[config.mk]
export PLATFORM = sky130hd
export DESIGN_NAME = updown_cnt_ctrl
export DESIGN_NICKNAME = d
export VERILOG_FILES = /design/src/rtl/updown_cnt_ctrl_pkg.sv /design/src/rtl/updown_cnt_ctrl_step.sv /design/src/rtl/updown_cnt_ctrl.sv
export SDC_FILE = /design/constraint.sdc
export NUM_CORES = 1
export LEC_CHECK = 0
export BUFFER_PORTS_ARGS = -buffer_cell sky130_fd_sc_hd__buf_2
export CAP_MARGIN = 0
export CORE_ASPECT_RATIO = 0.75
export CORE_MARGIN = 4
export CORE_UTILIZATION = 30
export CTS_CLUSTER_SIZE = 14
export DETAILED_ROUTE_END_ITERATION = 10
export GPL_TIMING_DRIVEN = 0
export PLACE_DENSITY = 0.55
export SYNTH_ARGS = -nofsm -noshare
export SYNTH_HDL_FRONTEND = slang
export SYNTH_SLANG_ARGS = --single-unit
[constraint.sdc]
create_clock -name clk -period 2 [get_ports clk]
set_input_delay 0.3 -clock clk [delete_from_list [all_inputs] [get_ports clk]]
set_output_delay 0.3 -clock clk [all_outputs]
set_load 0.02 [all_outputs]
[src/rtl/updown_cnt_ctrl_pkg.sv]
// updown_cnt_ctrl_pkg: shared types and constants for the counter block.
// Provides FSM state encodings and BCD digit limits used by the display path.
package updown_cnt_ctrl_pkg;

    typedef enum logic [1:0] {
        ST_STOP  = 2'd0,
        ST_RUN   = 2'd1,
        ST_CLEAR = 2'd2
    } state_t;

    localparam logic [3:0] BCD_MAX = 4'd9;
    localparam logic [3:0] BCD_MIN = 4'd0;

endpackage

[src/rtl/updown_cnt_ctrl_step.sv]
// bcd_digit_step: one BCD digit of the up/down ripple chain.
// Ports: digit/down/cin in; next (stepped digit), cout (carry or borrow) out.
module bcd_digit_step
    import updown_cnt_ctrl_pkg::*;
(
    input  logic [3:0] digit,
    input  logic       down,
    input  logic       cin,
    output logic [3:0] next,
    output logic       cout
);

    always_comb begin
        next = digit;
        cout = 1'b0;
        if (cin) begin
            if (down) begin
                if (digit == BCD_MIN) begin
                    next = BCD_MAX;
                    cout = 1'b1;
                end else begin
                    next = digit - 4'd1;
                end
            end else begin
                if (digit == BCD_MAX) begin
                    next = BCD_MIN;
                    cout = 1'b1;
                end else begin
                    next = digit + 4'd1;
                end
            end
        end
    end

endmodule

[src/rtl/updown_cnt_ctrl.sv]
// updown_cnt_ctrl: run/stop/clear FSM, tick divider and 4-digit BCD counter.
// Ports: clk, rst (async high), i_btn_run/clear/mode pulses in;
// o_time_1..o_time_1000 BCD digits, o_run, o_mode_down out.
// Build option: define CNT_SAT_EN to saturate at 9999/0000 instead of wrapping.
module updown_cnt_ctrl
    import updown_cnt_ctrl_pkg::*;
#(
    parameter int TICK_DIV = 10_000_000
) (
    input  logic       clk,
    input  logic       rst,
    input  logic       i_btn_run,
    input  logic       i_btn_clear,
    input  logic       i_btn_mode,
    output logic [3:0] o_time_1,
    output logic [3:0] o_time_10,
    output logic [3:0] o_time_100,
    output logic [3:0] o_time_1000,
    output logic       o_run,
    output logic       o_mode_down
);

    localparam int DW = (TICK_DIV > 2) ? $clog2(TICK_DIV) : 1;
    localparam logic [DW-1:0] DIV_LAST = DW'(TICK_DIV - 1);

    state_t               state;
    logic [DW-1:0]        div;
    logic [3:0][3:0]      digit;
    logic [3:0][3:0]      next_digit;
    logic [4:0]           carry;
    logic                 tick;
    logic                 step_ok;

    assign tick     = (state == ST_RUN) && (div == DIV_LAST);
    // The chain is always enabled; the result is only taken on a tick.
    assign carry[0] = 1'b1;

    for (genvar g = 0; g < 4; g++) begin : g_digit
        bcd_digit_step u_step (
            .digit (digit[g]),
            .down  (o_mode_down),
            .cin   (carry[g]),
            .next  (next_digit[g]),
            .cout  (carry[g+1])
        );
    end

`ifdef CNT_SAT_EN
    // A carry out of the top digit means the step would wrap: hold instead.
    assign step_ok = ~carry[4];
`else
    logic wrap_unused;
    assign wrap_unused = carry[4];
    assign step_ok     = 1'b1;
`endif

    always_ff @(posedge clk or posedge rst) begin
        if (rst) begin
            state       <= ST_STOP;
            div         <= '0;
            digit       <= '0;
            o_run       <= 1'b0;
            o_mode_down <= 1'b0;
        end else begin
            if (i_btn_mode) begin
                o_mode_down <= ~o_mode_down;
            end
            unique case (state)
                ST_STOP: begin
                    if (i_btn_clear) begin
                        state <= ST_CLEAR;
                    end else if (i_btn_run) begin
                        state <= ST_RUN;
                        o_run <= 1'b1;
                    end
                end
                ST_RUN: begin
                    div <= tick ? '0 : div + DW'(1);
                    if (tick && step_ok) begin
                        digit <= next_digit;
                    end
                    if (i_btn_run) begin
                        state <= ST_STOP;
                        o_run <= 1'b0;
                    end
                end
                ST_CLEAR: begin
                    digit <= '0;
                    div   <= '0;
                    state <= ST_STOP;
                end
                default: begin
                    state <= ST_STOP;
                    o_run <= 1'b0;
                end
            endcase
        end
    end

    assign o_time_1    = digit[0];
    assign o_time_10   = digit[1];
    assign o_time_100  = digit[2];
    assign o_time_1000 = digit[3];

endmodule

==> flow_summary_export.csv <==
group,metric,value,unit
status,status,"finished with violations",
status,violations,"setup timing",
timing,min_period_over_period,106,%
power,switching_power,3020,µW
logic_synthesis,async_flop_share,100,%
logic_synthesis,synth-main-ff-cell,"dfrtp_1",
timing,final_max_slew_viol_count,0,
worst_setup_path,critPathArrivalTime,2280,ps
detailed_routing,drtIter0Drc,278,
worst_setup_path,crit_required,2170,ps
logic_synthesis,synth_area_leader_cell,"dfrtp_1",
timing,max_freq,472,MHz
worst_setup_path,crit_buf_inv,1,
clock_network,clkLatencyLatePin,280,ps
power,p_leak,0.00176,µW
timing,setup_ws,-120,ps
flow_run,cap_violations,0,
detailed_routing,via_per_inst,5.57,
finish,fin_nets,440,
finish,layout-area-overhead-vs-synth,34.3,%
global_routing,first_global_vias,2761,
worst_setup_path,crit_slowest_cell,"or4_4",
hold_path,hp-class,"in -> reg",
timing,finalSetupTns,-1760,ps
clock_network,cts_buffers,5,
global_routing,met3_usage,2.13,%
logic_synthesis,synth-edff-count,0,
timing,finClkSkew,6.77,ps
worst_setup_path,critical-path-max-stage-delay,540,ps
detailed_routing,vias,3079,
clock_network,cts_tree,"yes",
worst_setup_path,crit_fanout,8,
global_routing,gr-total-overflow,0,
global_routing,grt_antenna_before_repair,0,
floorplanning,die_area,0.0125,mm²
clock_network,root_buffer,"clkbuf_16",
placed_design,hpwl,6270,µm
floorplanning,start_util,31.1,%
logic_synthesis,ys_top_cells_by_area,"dfrtp_1 34%, ha_1 7.4%, o21ai_0 3.4%",
logic_synthesis,synth_area_per_cell,8.87,µm²
logic_synthesis,yosys_register_bits,44,
floorplanning,core_area,0.0104,mm²
timing,holdWs,188,ps
finish,n_antenna_cell,0,
power,p_sw_share,45.9,%
detailed_routing,wl,9290,µm
floorplanning,io_pins,23,
global_routing,grt_max_degree,32,
logic_synthesis,syn_nets,387,
power,max-vdd-ir-drop,0.500,mV
timing,rsz0062_at_grt,"yes",
placed_design,place_congestion,0.887,
power,p_comb_share,65.0,%
timing,finalHoldViolCount,0,
clock_network,cts_sinks,44,
placed_design,io_buffers,22,
floorplanning,rows,32,
power,p_seq_share,22.2,%
global_routing,use_met1,22.8,%
worst_setup_path,cp-start-kind,"flop",
timing,worst_slew_pin_slew,719,ps
clock_network,htree_levels,2,
global_routing,track_usage,14.1,%
finish,final_common_cell,"dfrtp_1",
floorplanning,fp.dieW,128,µm
detailed_routing,final_antenna_net_count,0,
logic_synthesis,synthCells,363,
power,pwr-share-clk,12.8,%
worst_setup_path,crit_chain,"or4_4, nor4_4, buf_6, a31oi_4, or2_4, mux2_4",
finish,final_cell_mix,"38 x dfrtp_1, 26 x nand2_1, 25 x nor2_1",
floorplanning,fp.dieH,97.7,µm
worst_setup_path,end_kind,"flop",
timing,finalSetupViolCount,27,
power,p_int,3560,µW
logic_synthesis,ys_types,65,
power,power,6580,µW
global_routing,grt_util_met2,19.5,%
global_routing,grt_pass1_wl,14400,µm
power,p_per_area,1520,mW/mm²
detailed_routing,routedWlPerCell,16.8,µm
finish,fill_cells,1020,
logic_synthesis,yosysSeqAreaShare,34.2,%
finish,drive_gt1_share,34.3,%
logic_synthesis,synth.top_cell.area_share,34.2,%
timing,period_minus_slack,2120,ps
clock_network,cts_buffer_depth,2,
global_routing,grt.busiest_layer,"met1",
logic_synthesis,ys.warnings.count,0,
timing,slew_headroom,52.1,%
detailed_routing,drc_errors,0,
detailed_routing,dr.pass1.iters,5,
logic_synthesis,netlist_area,0.00322,mm²
clock_network,clk_pin_slew,70,ps
worst_setup_path,crit_type,"reg -> reg",
worst_setup_path,cp_top_family,"simple AND/OR/NAND/NOR gates",
## state kept, by name, summed over array words and instances, names as in the netlist
register     count
div             24
o_mode_down      1
o_run            1
o_time_1         4
o_time_10        4
o_time_100       4
o_time_1000      4
state            2
## routing by layer
metal  up-vias  wire, µm
met4         0        65
met2        83      3970
li1       1459         -
met1      1531      4770
met5         -         0
met3         6       482
## synth_stat cells, types with 5 or more instances
cell       count
o2bb2ai_1      8
nand4_1        7
inv_1         29
nand3_1       14
a21oi_1       16
nor2b_1        5
dfrtp_1       44
nor2_1        27
o31ai_1        8
o21ai_0       22
nand2_1       28
clkbuf_1      15
nor3_1         9
mux2i_1        8
mux2_2         5
ha_1          19
nor4bb_1       5
## power by group through the flow
stage	Sequential, µW	Combinational, µW	Clock (µW)
after detailed placement	1420	3160	0
after CTS	1420	3640	864
after global placement	1400	3120	0
after floorplan	1540	2170	0
after global routing	1500	4620	897
final	1460	4280	840
## final cells by class
cell class / count / area, µm² / area share, %
Timing Repair Buffer: 49 / 377 / 8.71
Sequential cell: 44 / 1110 / 25.6
Inverter: 29 / 113 / 2.60
Clock buffer: 8 / 146 / 3.39
Buffer: 15 / 96.3 / 2.23
Multi-Input combinational cell: 272 / 2310 / 53.5
Tap cell: 136 / 170 / 3.94
## per-stage QoR
stage | utilization, % | std cells | setup WS, ps | area [µm²]
2_1_floorplan | - | 363 | -80.3 | 3250
3_3_place_gp | 34.0 | 521 | -875 | 3530
3_5_place_dp | 34.2 | 522 | -939 | 3550
4_1_cts | 38.6 | 542 | -232 | 4010
5_1_grt | 41.7 | 553 | -198 | 4320
6_report | 41.7 | 553 | -120 | 4320
## path summary, 6_finish.rpt
| check | startpoint | to | slack (ps) | cells after the start |
|---|---|---|---|---|
| setup / recovery | div[14] | o_time_100[2] | -120 | 6 |
| hold / removal | i_btn_mode | o_mode_down | 190 | 2 |
| setup reg to reg | div[14] | o_time_100[2] | -120 | 6 |
| hold reg to reg | o_run | o_run | 520 | 2 |
| max in group asynchronous | rst | o_time_1[0] | 970 | 4 |
| min in group asynchronous | rst | div[18] | 530 | 3 |
## logic make-up (layout without fill, tap and decap cells)
group / after synthesis / after routing / share of synthesized area (%)
AO/OA/AOI/OAI: 100 / 100 / 21.9
XOR/XNOR: 3 / 3 / 0.816
adder cells (fa/ha/maj): 19 / 19 / 7.38
buffers and inverters: 47 / 101 / 5.67
flip-flops: 44 / 44 / 34.2
multiplexers: 18 / 18 / 6.33
AND/OR/NAND/NOR: 132 / 132 / 23.7
## repair_timing
action | CTS | global route
hold buffers | 1 | 0
resized for setup | 47 | 56
pin swaps | 19 | 21
gates cloned | 1 | 0
hold endpoints to repair | 13 | 0
setup buffers | 13 | 11
endpoints found under the setup margin | 40 | 40
No activity file was read; power rests on OpenSTA's default activity.
